## config.mk

```make
export PLATFORM = sky130hd
export DESIGN_NAME = usb_out_ep_buffer
export DESIGN_NICKNAME = d
export VERILOG_FILES = /design/src/rtl/usb_ep_pkg.sv /design/src/rtl/usb_ep_ram.sv /design/src/rtl/usb_out_ep_buffer.sv
export SDC_FILE = /design/constraint.sdc
export NUM_CORES = 1
export LEC_CHECK = 0
export CORE_UTILIZATION = 65
export CTS_BUF_LIST = sky130_fd_sc_hd__clkbuf_16
export DETAILED_ROUTE_END_ITERATION = 12
export PLACE_DENSITY = 0.82
export SLEW_MARGIN = 20
export SYNTH_ARGS = -nofsm -noshare
export SYNTH_HDL_FRONTEND = slang
export SYNTH_SLANG_ARGS = --single-unit
```

## constraint.sdc

```tcl
create_clock -name clk -period 5.8 [get_ports clk]
set_input_delay 0.58 -clock clk [delete_from_list [all_inputs] [get_ports clk]]
set_output_delay 0.58 -clock clk [all_outputs]
set_load 0.02 [all_outputs]
```

## src/rtl/usb_ep_pkg.sv

```systemverilog
// Shared definitions for the USB endpoint buffers: buffer state encoding,
// default packet size and the handshake codes used by both IN and OUT sides.
package usb_ep_pkg;

    typedef enum logic [1:0] {
        ST_EMPTY   = 2'd0,
        ST_RX      = 2'd1,
        ST_FULL    = 2'd2,
        ST_DISCARD = 2'd3
    } ep_state_e;

    localparam int DEFAULT_MAX_PKT_SIZE = 64;

    typedef enum logic [1:0] {
        HS_NONE  = 2'd0,
        HS_ACK   = 2'd1,
        HS_NAK   = 2'd2,
        HS_STALL = 2'd3
    } hs_e;

endpackage

```

## src/rtl/usb_ep_ram.sv

```systemverilog
// Byte-wide simple dual-port RAM: one write port, one registered read port.
// The read register resets to zero and holds its value when not read.
module usb_ep_ram #(
    parameter int DEPTH = 64,
    parameter int AW    = (DEPTH > 1) ? $clog2(DEPTH) : 1
) (
    input  logic          clk,
    input  logic          reset_b,
    input  logic          wr_en,
    input  logic [AW-1:0] wr_addr,
    input  logic [7:0]    wr_data,
    input  logic          rd_en,
    input  logic [AW-1:0] rd_addr,
    output logic [7:0]    rd_data
);

    logic [7:0] mem [DEPTH];
    logic [7:0] rd_data_q;

    always_ff @(posedge clk) begin
        if (wr_en) begin
            mem[wr_addr] <= wr_data;
        end
    end

    always_ff @(posedge clk) begin
        if (!reset_b) begin
            rd_data_q <= 8'h00;
        end else if (rd_en) begin
            rd_data_q <= mem[rd_addr];
        end
    end

    assign rd_data = rd_data_q;

endmodule

```

## src/rtl/usb_out_ep_buffer.sv

```systemverilog
// Single-packet full-speed OUT endpoint buffer: stores one DATA payload,
// checks the data toggle, picks the handshake and serves bytes to a consumer.
module usb_out_ep_buffer
    import usb_ep_pkg::*;
#(
    parameter int MAX_PKT_SIZE = DEFAULT_MAX_PKT_SIZE
) (
    input  logic       clk,
    input  logic       reset_b,
    input  logic       rx_pkt_start,
    input  logic       rx_pkt_setup,
    input  logic       rx_pkt_data1,
    input  logic       rx_data_put,
    input  logic [7:0] rx_data,
    input  logic       rx_pkt_end,
    input  logic       rx_pkt_valid,
    output logic       rx_hs_ack,
    output logic       rx_hs_nak,
    output logic       rx_hs_stall,
    input  logic       out_ep_req,
    output logic       out_ep_grant,
    output logic       out_ep_data_avail,
    output logic       out_ep_setup,
    input  logic       out_ep_data_get,
    output logic [7:0] out_ep_data,
    input  logic       out_ep_stall,
    output logic       out_ep_acked
);

    localparam int AW = $clog2(MAX_PKT_SIZE);
    localparam int PW = AW + 1;
    localparam logic [PW-1:0] MAX_CNT = PW'(MAX_PKT_SIZE);

    ep_state_e     state_q, state_d;
    hs_e           hs_q, hs_d;
    logic          toggle_q, toggle_d;
    logic          setup_q, setup_d;
    logic          data1_q, data1_d;
    logic          ovf_q, ovf_d;
    logic          grant_q, grant_d;
    logic          acked_q, acked_d;
    logic [PW-1:0] wptr_q, wptr_d;
    logic [PW-1:0] rptr_q, rptr_d;
    logic [PW-1:0] len_q, len_d;
    logic          in_buf, avail, wr_en, rd_en, revoke;

    assign in_buf = (state_q == ST_FULL) || (state_q == ST_DISCARD);
    assign avail  = in_buf && (rptr_q < len_q);
    assign rd_en  = out_ep_data_get && grant_q && avail;

    always_comb begin
        state_d  = state_q;
        hs_d     = HS_NONE;
        toggle_d = toggle_q;
        setup_d  = setup_q;
        data1_d  = data1_q;
        ovf_d    = ovf_q;
        acked_d  = 1'b0;
        wptr_d   = wptr_q;
        rptr_d   = rd_en ? rptr_q + 1'b1 : rptr_q;
        len_d    = len_q;
        wr_en    = 1'b0;
        revoke   = 1'b0;

        case (state_q)
            ST_EMPTY: begin
                if (rx_pkt_start) begin
                    setup_d = rx_pkt_setup;
                    data1_d = rx_pkt_data1;
                    wptr_d  = '0;
                    ovf_d   = 1'b0;
                    state_d = ST_RX;
                end
            end
            ST_RX: begin
                if (rx_data_put) begin
                    if (wptr_q == MAX_CNT) begin
                        ovf_d = 1'b1;
                    end else begin
                        wr_en  = 1'b1;
                        wptr_d = wptr_q + 1'b1;
                    end
                end
                if (rx_pkt_end) begin
                    state_d = ST_EMPTY;
                    if (!rx_pkt_valid || ovf_q) begin
                        hs_d = HS_NONE;
                    end else if (out_ep_stall && !setup_q) begin
                        hs_d = HS_STALL;
                    end else if ((data1_q != toggle_q) && !setup_q) begin
                        hs_d = HS_ACK;
                    end else begin
                        hs_d     = HS_ACK;
                        acked_d  = 1'b1;
                        toggle_d = setup_q ? 1'b1 : !data1_q;
                        len_d    = wptr_q;
                        rptr_d   = '0;
                        state_d  = (wptr_q == '0) ? ST_EMPTY : ST_FULL;
                    end
                end
            end
            ST_FULL: begin
                // A SETUP always wins over an unread OUT payload; a plain OUT must wait.
                if (rx_pkt_start && rx_pkt_setup) begin
                    setup_d = 1'b1;
                    data1_d = rx_pkt_data1;
                    wptr_d  = '0;
                    ovf_d   = 1'b0;
                    revoke  = 1'b1;
                    state_d = ST_RX;
                end else if (rx_pkt_start) begin
                    state_d = ST_DISCARD;
                end else if (rptr_d >= len_q) begin
                    state_d = ST_EMPTY;
                end
            end
            ST_DISCARD: begin
                if (rx_pkt_end) begin
                    if (!rx_pkt_valid) begin
                        hs_d = HS_NONE;
                    end else if (out_ep_stall) begin
                        hs_d = HS_STALL;
                    end else begin
                        hs_d = HS_NAK;
                    end
                    state_d = ST_FULL;
                end
            end
            default: state_d = ST_EMPTY;
        endcase

        grant_d = out_ep_req && in_buf && (grant_q || avail) && !revoke;
    end

    always_ff @(posedge clk) begin
        if (!reset_b) begin
            state_q  <= ST_EMPTY;
            hs_q     <= HS_NONE;
            toggle_q <= 1'b0;
            setup_q  <= 1'b0;
            data1_q  <= 1'b0;
            ovf_q    <= 1'b0;
            grant_q  <= 1'b0;
            acked_q  <= 1'b0;
            wptr_q   <= '0;
            rptr_q   <= '0;
            len_q    <= '0;
        end else begin
            state_q  <= state_d;
            hs_q     <= hs_d;
            toggle_q <= toggle_d;
            setup_q  <= setup_d;
            data1_q  <= data1_d;
            ovf_q    <= ovf_d;
            grant_q  <= grant_d;
            acked_q  <= acked_d;
            wptr_q   <= wptr_d;
            rptr_q   <= rptr_d;
            len_q    <= len_d;
        end
    end

    usb_ep_ram #(
        .DEPTH (MAX_PKT_SIZE),
        .AW    (AW)
    ) u_ram (
        .clk     (clk),
        .reset_b (reset_b),
        .wr_en   (wr_en),
        .wr_addr (wptr_q[AW-1:0]),
        .wr_data (rx_data),
        .rd_en   (rd_en),
        .rd_addr (rptr_q[AW-1:0]),
        .rd_data (out_ep_data)
    );

    assign rx_hs_ack         = (hs_q == HS_ACK);
    assign rx_hs_nak         = (hs_q == HS_NAK);
    assign rx_hs_stall       = (hs_q == HS_STALL);
    assign out_ep_acked      = acked_q;
    assign out_ep_grant      = grant_q;
    assign out_ep_data_avail = avail;
    assign out_ep_setup      = in_buf && setup_q;

endmodule

```

==> results of run 1 <==
[worst min path at each step]
stage / startpoint / end / slack [ns] / depth (start not counted)
6_report: out_ep_grant / out_ep_grant / 0.50 / 2
5_1_grt: reset_b / toggle_q / 0.56 / 2
4_1_cts: out_ep_grant / out_ep_grant / 0.51 / 2
3_5_place_dp: out_ep_grant / out_ep_grant / 0.50 / 2
3_3_place_gp: out_ep_grant / out_ep_grant / 0.49 / 2
2_1_floorplan: ovf_q / ovf_q / 0.45 / 2
[layout make-up]
class / instances / area share
Multi-Input combinational cell: 624 / 0.2263
Tap cell: 448 / 0.02322
Clock buffer: 52 / 0.05390
Clock inverter: 43 / 0.008292
Timing Repair Buffer: 47 / 0.01700
Sequential cell: 551 / 0.6695
Inverter: 12 / 0.001866
[cells by family after synthesis]
| family | count (synthesis) |
|---|---|
| DFF | 551 |
| and+or+nand+nor | 217 |
| AOI/OAI and AO/OA | 197 |
| muxes | 185 |
| buffers and inverters | 83 |
| adders and majority gates | 16 |
| xor gates and xnor gates | 9 |
[cells in the mapped netlist, types with 16 or more instances]
cell        n  area share
edfxtp_1  512        0.70
mux2i_1    88       0.040
nor2_1     80       0.014
mux4_2     64       0.065
a22oi_1    49       0.017
nand2_1    43      0.0073
dfxtp_1    39       0.035
buf_2      34      0.0077
a211oi_1   33       0.011
nor2b_1    31      0.0088
o21ai_0    26      0.0059
mux2_2     24       0.012
clkbuf_1   22      0.0038
a21oi_1    19      0.0043
ha_1       16      0.0091
[per-stage QoR]
step,hold slack [ns],area [µm²]
6_report,0.5028,24140
5_1_grt,0.5566,24140
4_1_cts,0.5058,24140
3_5_place_dp,0.4983,22640
3_3_place_gp,0.4911,22630
2_1_floorplan,0.4513,22020
[cells in the final DEF (no fill, tap or decap), types with 3 or more instances in the layout]
| master | count |
|---|---|
| o221ai_1 | 8 |
| o21ai_0 | 26 |
| clkdlybuf4s50_1 | 24 |
| clkbuf_16 | 52 |
| buf_4 | 16 |
| a21boi_0 | 3 |
| nand4_1 | 6 |
| dfxtp_1 | 37 |
| or3_1 | 3 |
| o31ai_1 | 8 |
| a31oi_1 | 8 |
| a21o_1 | 6 |
| a22o_1 | 8 |
| edfxtp_1 | 512 |
| a2111oi_0 | 8 |
| nand3_1 | 6 |
| a22oi_1 | 49 |
| ha_1 | 16 |
| nand3b_1 | 7 |
| mux4_2 | 64 |
| a21oi_1 | 19 |
| o22ai_1 | 8 |
| nand2b_1 | 7 |
| clkinv_2 | 11 |
| mux2_2 | 24 |
| nand2_1 | 43 |
| inv_1 | 28 |
| nor2_1 | 79 |
| and3_1 | 12 |
| nor3_1 | 3 |
| a211oi_1 | 33 |
| nor2b_1 | 30 |
| clkinv_1 | 12 |
| xor2_1 | 7 |
| mux2_1 | 9 |
| mux2i_1 | 88 |
| buf_2 | 6 |
| and2_1 | 6 |
[sequential cells by signal, summed over array words and instances (netlist names)]
| name | cells |
|---|---|
| out_ep_acked | 1 |
| data1_q | 1 |
| rptr_q | 7 |
| ovf_q | 1 |
| wptr_q | 7 |
| len_q | 7 |
| toggle_q | 1 |
| u_ram.rd_data | 8 |
| state_q | 2 |
| out_ep_grant | 1 |
| setup_q | 1 |
| u_ram.mem | 512 |
| hs_q | 2 |
[layer usage]
metal | routed length, µm | vias up | global-route usage
met2 | 23010 | 558 | 0.4573
li1 | - | 5094 | -
met5 | 10 | - | 0
met3 | 3840 | 101 | 0.04578
met4 | 1546 | 2 | 0.09902
met1 | 18330 | 5931 | 0.3891
[worst min-delay path, stage by stage, from the launching register on]
cell and delay [ns]:
dfxtp_1 0.32, nor2_1 0.10, nor2_1 0.05
[where the power goes]
group          total [mW]  switching (mW)  internal [mW]
combinational       0.107          0.0848         0.0220
clock                3.01            1.38           1.62
sequential           4.35         0.00455           4.34
==> qor.txt, run 1 <==
Hold crit path type - reg2reg
Post-CTS resize count - 0
Primary FF master, synth - edfxtp_1
Post-synthesis simple-gate area fraction - 0.04887
Yosys warnings - 0
Status - complete, no violations
EDFF count, synth - 512
Crit. End Element - flop
Worst-skew pair later-pin latency - 0.58 ns
Chip width - 186.0 µm
Critical Path, Cell by Cell - ha_1 > a21o_1 > a21oi_1 > o21ai_1 > a21oi_1 > xnor2_1 > ha_1 > nand2b_1 > a21o_1 > a21o_1 > a211oi_1 > o21ai_0 > a22oi_1
Fin nets - 1,322
Setup TNS - 0 ns
CTS Hold Bufs - 0
Critical Path End - state_q[1]
Worst vdd ir - 247.8 µV
Num CTS Buffers - 51
Reg2reg end - state_q[1]
Slew Limit Fails - 0
Slowest CP cell - a21oi_1
Residual DRC - 0
TritonCTS clock tree - built
F_max - 0.2624 GHz
Sink Count - 551
RSZ-0062 raised after global routing - false
Drt pass-1 iters - 5
Layout cells sized above 1 - 0.1430
Fin. Hold Viols - 0
Synth Area in Compound Gates - 0.06331
Worst slack, placed - 2.095 ns
Die height - 186.0 µm
Vias/cell - 6.576
GR Overflow Total - 0
Total track usage - 0.2808
# diodes - 0
Pleak - 7.442 nW
Mapped Area - 0.02202 mm²
Mux cell area share after synthesis - 0.1224
Clk_skew - 0.02033 ns
Final Power - 7.459 mW
Largest stage delay, worst path - 0.81 ns
Crit-path most repeated cell - a21o_1
CP top delay family - compound AO/OA/AOI/OAI gates
CTS max path bufs - 3
Post-synthesis cell type count - 58
# H-tree levels - 2
Synth Register Bits - 551
I/O pins - 34
WL final - 46,740 µm
Crit path depth - 13
Cell count after synthesis - 1,258
Number of global-route vias before repair - 11,610
Dpl cells - 1,682
Final Core Density - 0.7218
Xor and xnor area share after synthesis - 0.003580
IO Port Bufs - 33
Final ANT Viol Nets - 0
Worst R2R Start - rptr_q[4]
Initial antenna violation count - 1
Main combinational cell family by area after synthesis - multiplexers
Die ar. - 0.03461 mm²
Total number of vias - 11,690
Buf+Inv Stages, Crit Path - 0
Slew @ Worst Pin - 1.098 ns
Worst Path Required - 6.29 ns
Maximum fanout along the worst path - 12
Sequential Area - 0.01616 mm²
WP data arrival - 4.30 ns
Period minus WS final - 3.811 ns
Rows - 67
Crit path launch type - flop
Post-synth ARST share - 0
Layout area overhead - 9.661%
First-pass GRT wire length - 70,300 µm
Initial Util - 0.6582
Power Density - 309.0 mW/mm²
Core Area - 0.03345 mm²
# fillers - 1,899
Fin cells - 1,777
1st-iter DRT viols - 1,265
Worst setup margin - 1.989 ns
Pin count of the biggest net entering global routing - 107
Crit share post-route - 0.6571
Critical Path Source - rptr_q[4]
Sequential share of the synthesized area - 0.7338
Reg2reg path depth - 13
Max_slew headroom - 0.2680
Drt wl/cell - 26.30 µm
Setup Viol. Count Final - 0
Crit Path Category - reg2reg
Post-CTS Setup Bufs - 0
GP Congestion - 0.8585
Reg clk slew, reported paths - 0.06 ns
DPL Wire Length - 27,750 µm
Mapped Nets - 1,293
Max Cap Violations - 0
Mean Syn Cell Area - 17.50 µm²
Adder-cell area share of the yosys netlist - 0.009093
R2R Setup Slk - 1.99 ns
Root buf cell - clkbuf_16
Multi-input logic area - 0.005463 mm²
No activity file was read; power rests on OpenSTA's default activity.
==> run 2: changes to the inputs <==
--- a/config.mk
+++ b/config.mk
@@ -5,10 +5,10 @@
 export SDC_FILE = /design/constraint.sdc
 export NUM_CORES = 1
 export LEC_CHECK = 0
-export CORE_UTILIZATION = 65
+export CORE_UTILIZATION = 56
 export CTS_BUF_LIST = sky130_fd_sc_hd__clkbuf_16
 export DETAILED_ROUTE_END_ITERATION = 12
-export PLACE_DENSITY = 0.82
+export PLACE_DENSITY = 0.75
 export SLEW_MARGIN = 20
 export SYNTH_ARGS = -nofsm -noshare
 export SYNTH_HDL_FRONTEND = slang
==> constraint.sdc (replaced) <==
create_clock -name clk -period 3.1 [get_ports clk]
set_input_delay 0.31 -clock clk [delete_from_list [all_inputs] [get_ports clk]]
set_output_delay 0.31 -clock clk [all_outputs]
set_load 0.02 [all_outputs]
==> qor.txt, run 2 (synthesis results as in run 1) <==
Die height - 200.3 µm
Setup TNS - 0 ns
Final Power - 14.49 mW
Crit path launch type - flop
WP data arrival - 3.47 ns
Power Density - 576.5 mW/mm²
Initial Util - 0.5683
Largest stage delay, worst path - 0.37 ns
First-pass GRT wire length - 71,870 µm
Crit-path most repeated cell - a21o_1
WL final - 47,630 µm
DPL Wire Length - 28,840 µm
Initial antenna violation count - 0
# diodes - 0
Residual DRC - 0
Most common cell after layout, fill and taps aside - edfxtp_1
Post-route cell area - 0.02513 mm²
Pleak - 8.048 nW
IO Port Bufs - 33
Reg clk slew, reported paths - 0.06 ns
Most frequent cells in the layout - edfxtp_1 (512), buf_4 (109), mux2i_1 (88)
Status - complete, no violations
1st-iter DRT viols - 1,051
Post-CTS Setup Bufs - 0
Worst-skew pair later-pin latency - 0.59 ns
Pin count of the biggest net entering global routing - 114
Root buf cell - clkbuf_16
Rows - 72
GP Congestion - 0.8400
Chip width - 200.3 µm
Slew Limit Fails - 0
Final ANT Viol Nets - 0
GR Overflow Total - 0
Max_slew headroom - 0.3880
Setup Viol. Count Final - 0
Max Cap Violations - 0
Top reg by flops - u_ram.mem
Number of global-route vias before repair - 11,750
Worst Path Required - 3.62 ns
TritonCTS clock tree - built
RSZ-0062 raised after global routing - false
Maximum fanout along the worst path - 3
Core Area - 0.03874 mm²
Slew @ Worst Pin - 0.9179 ns
Hold crit path type - in2reg
CTS max path bufs - 3
Vias/cell - 6.099
Die ar. - 0.04011 mm²
Post-DP Area - 0.02347 mm²
Crit. End Element - flop
# H-tree levels - 2
Layout area overhead - 14.16%
F_max - 0.3390 GHz
Crit Path Category - reg2reg
Fin. Hold Viols - 0
Drt wl/cell - 24.49 µm
Drt pass-1 iters - 5
Critical Path, Cell by Cell - inv_1 > ha_1 > a21o_1 > a21oi_2 > o21ai_1 > a21oi_2 > mux2_1 > ha_1 > a21o_1 > a21o_1 > a211oi_1 > o21ai_0 > a22oi_1
Largest register FFs - 512
I/O pins - 34
Slowest CP cell - mux2_1
Total number of vias - 11,860
Worst vdd ir - 575.8 µV
Layout cells sized above 1 - 0.2004
Clk_skew - 0.009221 ns
Period minus WS final - 2.950 ns
Total track usage - 0.2409
Sink Count - 551
Crit share post-route - 0.9515
Fin nets - 1,419
Num CTS Buffers - 53
==> run 2: cell count changes in the layout (fill, tap and decap cells not counted), moves of 2 or more <==
| cell | previous run | this run |
|---|---|---|
| a21oi_1 | 19 | 17 |
| a21oi_2 | 0 | 2 |
| buf_12 | 1 | 4 |
| buf_2 | 6 | 4 |
| buf_4 | 16 | 109 |
| bufinv_16 | 0 | 5 |
| clkinv_2 | 11 | 9 |
| clkinvlp_4 | 2 | 0 |
==> run 2: routing by layer <==
layer | vias up | global-route usage | wire (µm)
li1 | 5282 | - | -
met1 | 6061 | 0.3331 | 19870
met2 | 427 | 0.3881 | 23030
met3 | 92 | 0.03921 | 3114
met4 | 0 | 0.09351 | 1618
met5 | - | 0 | 0
==> run 2: stage by stage <==
step           cells  utilization  setup slack, ns  hold slack, ns
2_1_floorplan   1258            -           0.2038          0.4089
3_3_place_gp    1847       0.6057           0.1156          0.4867
3_5_place_dp    1847       0.6057          0.06186          0.4959
4_1_cts         1945       0.6483          0.03496          0.2554
5_1_grt         1945       0.6488          0.03825          0.2856
6_report        1945       0.6488           0.1504          0.2732
==> run 2: worst paths after layout <==
kind                                   start                to  slack (ns)  cells past startpoint
worst max-delay path                len_q[4]        state_q[1]        0.15                     13
worst min-delay path              rx_data[7]  u_ram.mem[18][7]        0.27                      1
worst max register to register      len_q[4]        state_q[1]        0.15                     13
worst min register to register  out_ep_grant      out_ep_grant        0.51                      2
==> run 2: what timing repair did <==
item | CTS | global route
setup endpoints to repair | 0 | 2
resized for setup | 0 | 3
hold endpoints to repair | 0 | 0
hold buffers | 0 | 0
==> run 2: power breakdown <==
part | internal, mW | switching, mW
Combinational | 0.0469 | 0.159
Sequential | 8.12 | 0.00601
Clock | 3.51 | 2.65
==> run 2: cell type report <==
type                            instances  area (µm²)
Fill cell                            2647       13600
Clock buffer                           53        1326
Inverter                               12       45.04
Sequential cell                       551       16160
Timing Repair Buffer                  142        1171
Multi-Input combinational cell        624        5458
Clock inverter                         45       321.6
Tap cell                              518       648.1
==> run 2: worst max-delay path, delay by kind of cell, from the launching register on <==
family	cells	cell delay, ns
flip-flops	1	0.33
AO/OA/AOI/OAI	9	1.53
multiplexers	1	0.37
adder cells (fa/ha/maj)	2	0.58
buffers and inverters	1	0.06
==> run 3: changes to the inputs <==
--- a/config.mk
+++ b/config.mk
@@ -5,8 +5,10 @@
 export SDC_FILE = /design/constraint.sdc
 export NUM_CORES = 1
 export LEC_CHECK = 0
+export CORE_MARGIN = 1.5
 export CORE_UTILIZATION = 56
 export CTS_BUF_LIST = sky130_fd_sc_hd__clkbuf_16
+export CTS_CLUSTER_SIZE = 16
 export DETAILED_ROUTE_END_ITERATION = 12
 export PLACE_DENSITY = 0.75
 export SLEW_MARGIN = 20
==> qor.txt, run 3 (synthesis results as in run 1) <==
# diodes - 0
Period minus WS final - 3.000 ns
Clk_skew - 0.01824 ns
Most common cell after layout, fill and taps aside - edfxtp_1
F_max - 0.3333 GHz
Residual DRC - 0
Power Density - 577.9 mW/mm²
Hold_ws - 0.2438 ns
Critical Path Source - len_q[4]
Hold crit path type - in2reg
Largest register FFs - 512
GR Overflow Total - 0
Core Area - 0.03874 mm²
R2R Setup Slk - 0.14 ns
Rows - 72
Critical Path, Cell by Cell - inv_1 > ha_1 > a21o_1 > a21oi_2 > buf_4 > o21ai_0 > a21oi_1 > clkdlybuf4s50_1
Slew @ Worst Pin - 1.035 ns
Clock power frac - 0.427
1st-iter DRT viols - 1,031
CTS max path bufs - 3
Final ANT Viol Nets - 0
Vias/cell - 6.067
Drt wl/cell - 24.92 µm
Most frequent cells in the layout - edfxtp_1 (512), buf_4 (112), mux2i_1 (88)
Total number of vias - 11,830
Worst slack, placed - -0.08637 ns
Fin nets - 1,425
P_int - 11.74 mW
Slowest CP cell - clkdlybuf4s50_1
Worst vdd ir - 612.0 µV
First-pass GRT wire length - 74,110 µm
Die height - 201.3 µm
DPL Wire Length - 29,780 µm
Sink Count - 551
Fin. Hold Viols - 0
Combinational Power Share - 0.015
I/O pins - 34
# fillers - 2,617
Setup Viol. Count Final - 0
Pleak - 8.073 nW
Hold EP - u_ram.mem[32][1]
Register share of total power - 0.558
Reg2reg end - state_q[1]
Max_slew headroom - 0.3097
Switching fraction of total power - 0.1943
Crit Path Category - reg2out
Setup TNS - 0 ns
Initial antenna violation count - 0
Worst-skew pair later-pin latency - 0.59 ns
# H-tree levels - 2
Worst setup margin - 0.09986 ns
GP Congestion - 0.8694
Slew Limit Fails - 0
Crit share post-route - 0.9678
Drt pass-1 iters - 5
Status - complete, no violations
Total track usage - 0.2450
WP data arrival - 2.69 ns
Psw - 2.829 mW
Reg clk slew, reported paths - 0.06 ns
Num CTS Buffers - 53
Top reg by flops - u_ram.mem
Layout area overhead - 14.47%
Number of global-route vias before repair - 12,170
Reg2reg path depth - 13
TritonCTS clock tree - built
Crit path launch type - flop
Initial Util - 0.5683
Layout cells sized above 1 - 0.2053
Worst hold start - rx_data[1]
Hold Path Depth - 1
Maximum fanout along the worst path - 3
Chip width - 201.3 µm
Worst R2R Start - len_q[4]
Die ar. - 0.04051 mm²
IO Port Bufs - 33
Pin count of the biggest net entering global routing - 86
Root buf cell - clkbuf_16
Crit. End Element - output pin
Max Cap Violations - 0
Largest stage delay, worst path - 0.64 ns
Worst Path Required - 2.79 ns
WL final - 48,600 µm
-- run 3: cell count changes in the layout (fill, tap and decap cells not counted), moves of 2 or more --
cell and delta:
clkinv_1 -4, buf_2 +3, buf_4 +3, inv_1 +2
inv_6 -2
-- run 3: worst max path at each step --
| stage | endpoint | slack, ns | cells after the start |
|---|---|---|---|
| final | out_ep_data_avail | 0.1 | 8 |
| after global placement | state_q[1] | 0.05 | 13 |
| after detailed placement | state_q[1] | -0.09 | 13 |
| after floorplan | state_q[1] | 0.20 | 15 |
| after CTS | state_q[1] | 0.06 | 13 |
| after global routing | state_q[1] | -0.01 | 13 |
-- run 3: stage by stage --
step           std cells  instance area [µm²]  utilization  power, mW
3_3_place_gp        1852                23500       0.6067      8.497
2_1_floorplan       1258                22020            -      8.336
6_report            1950                25200       0.6506      14.56
5_1_grt             1950                25200       0.6506      14.92
4_1_cts             1949                25190       0.6503      14.65
3_5_place_dp        1852                23510       0.6068      8.507
-- run 3: timing repair --
item | CTS | global route
buffers inserted | 0 | 1
pin swaps | 0 | 1
hold buffers | 0 | 0
endpoints found under the setup margin | 1 | 1
gates resized for setup | 2 | 1
-- run 3: power by group through the flow --
stage               sequential, mW  clock (mW)  combinational (mW)
floorplan                     8.29           0              0.0493
global placement              8.29           0               0.211
detailed placement            8.29           0               0.220
CTS                           8.13        6.30               0.221
global route                  8.13        6.56               0.237
finish                        8.13        6.22               0.218
-- run 3: area by class of cell --
cell class                 count  area (µm²)  area share
clock buffer                  54        1351     0.05362
timing repair buffer         148        1206     0.04786
sequential                   551       16160      0.6413
tap                          518       648.1     0.02572
multi-input combinational    624        5461      0.2167
clock inverter                43       326.6     0.01296
inverter                      12       45.04    0.001787
-- run 3: routing by layer --
| layer | routed length [µm] | vias to the layer above | GRT usage |
|---|---|---|---|
| li1 | - | 5286 | - |
| met1 | 19730 | 5981 | 0.3350 |
| met2 | 23890 | 465 | 0.4014 |
| met3 | 3378 | 98 | 0.04098 |
| met4 | 1598 | 0 | 0.08929 |
| met5 | 0 | - | 0 |
-- run 3: worst max-delay path: cells and delay by family (launching register included) --
kind | cells | cell delay [ns]
fa+ha+maj | 1 | 0.32
compound gates | 4 | 0.59
flops | 1 | 0.34
buf+inv | 3 | 0.85
==> variant, RTL diff (settings of run 3) <==
Re-encode `hs_e` (4 values) as one-hot, 4 bits wide.
--- a/src/rtl/usb_ep_pkg.sv
+++ b/src/rtl/usb_ep_pkg.sv
@@ -12,9 +12,9 @@
     localparam int DEFAULT_MAX_PKT_SIZE = 64;
 
-    typedef enum logic [1:0] {
-        HS_NONE  = 2'd0,
-        HS_ACK   = 2'd1,
-        HS_NAK   = 2'd2,
-        HS_STALL = 2'd3
+    typedef enum logic [3:0] {
+        HS_NONE  = 4'b0001,
+        HS_ACK   = 4'b0010,
+        HS_NAK   = 4'b0100,
+        HS_STALL = 4'b1000
     } hs_e;
 
Formal check against the unedited RTL: no difference found for any inputs over 4 cycles, from zero or initial values and one cycle with reset_b low; so few cycles prove little.
==> variant against run 3 <==
Critical path depth shrank 2; power shrank 1.6%; hold slack lost 0.12 ns; worst setup slack gained 0.17 ns; synthesized area grew 0.67%; cell area shrank 0.22%; wire length grew 1.8%; count of clock-buffer cells in the layout grew 1; sequential cell count grew 2; final cell count grew 0.51%.
==> variant: results <==
{
  "synthXorXnorAreaFrac": 0.004742,
  "multi_input_area_share": 0.2187,
  "status": "finished, final reports clean",
  "reg2regPathDepth": 9,
  "synth_edf_count": 512,
  "synthesis.area_um2": 22160,
  "fillerInstances": 2579,
  "n_clock_buffer": 55,
  "fin_skew_ns": 0.01784,
  "max_stage_delay_ns": 0.61,
  "synth_nets": 1312,
  "drt-initial-drc-count": 1355,
  "dp_hpwl_um": 31360,
  "seq_cell_count": 553,
  "routedWlPerCell_um": 25.25,
  "ff2ff_setup_slack_ns": 0.36,
  "synth_fa_ha_area_frac": 0.009032,
  "ys_types": 59,
  "layout.nets": 1433,
  "tightest_slew_ns": 0.7694,
  "grt_pass1_wl_um": 74190,
  "power_clock_uw": 5950,
  "hold_slack_ns": 0.1253,
  "grtUsageMet2": 0.3860,
  "rr_startpoint": "wptr_q[0]",
  "multi_input_gates": 637,
  "p_int_uw": 11480,
  "gp_congestion": 0.8615,
  "grt_max_degree": 66,
  "holdPathEnd": "u_ram.mem[44][6]",
  "place_area_um2": 23540,
  "buffers_excl_clock": 140,
  "peakVddDrop_mv": 0.4890,
  "p_leak_uw": 0.007988,
  "clockNetworkAreaShare": 0.06369,
  "synth_compound_area_frac": 0.05871,
  "seq_power_uw": 8160,
  "muxShareOfSynthArea": 0.1111,
  "routedLengthMet1_um": 20750,
  "drive_above_1_share": 0.1796,
  "synth_common_cells": "edfxtp_1, nor2_1, mux2i_1, nor2b_1, mux4_2",
  "met2WireLength_um": 23490,
  "post_cts_resized": 0,
  "worstPathArrival_ns": 2.52,
  "use_met1": 0.3552,
  "gr-usage-met3": 0.04160,
  "regArea_um2": 16200,
  "inv_count": 13,
  "r2r-end": "u_ram.mem[26][7]",
  "met3WireLength_um": 3845,
  "cts_setup_buffers": 0,
  "startpoint": "len_q[2]",
  "hold_path_startpoint": "rx_data[6]"
}
==> variant: cell types whose count changed after synthesis, moves of 11 or more <==
cell,run 3,this run
nor2b_1,31,57
a221oi_1,0,24
nand2_1,43,22
nand3_1,6,27
mux2_2,24,8
mux2i_1,88,72
o21ai_0,26,14
a21oi_1,19,30
a22oi_1,49,38
==> variant: stage by stage <==
step / power, µW / setup slack (ns) / std cells
2_1_floorplan: 8366 / 0.4268 / 1277
3_3_place_gp: 8522 / 0.4573 / 1861
3_5_place_dp: 8532 / 0.3985 / 1861
4_1_cts: 14390 / 0.2537 / 1960
5_1_grt: 14680 / 0.1046 / 1960
6_report: 14330 / 0.2696 / 1960
==> variant: cell families after synthesis <==
| group | after synthesis |
|---|---|
| flip-flops | 553 |
| multiplexers | 160 |
| AND/OR/NAND/NOR | 269 |
| XOR/XNOR | 12 |
| adder cells (fa/ha/maj) | 16 |
| buffers and inverters | 87 |
| AO/OA/AOI/OAI | 180 |
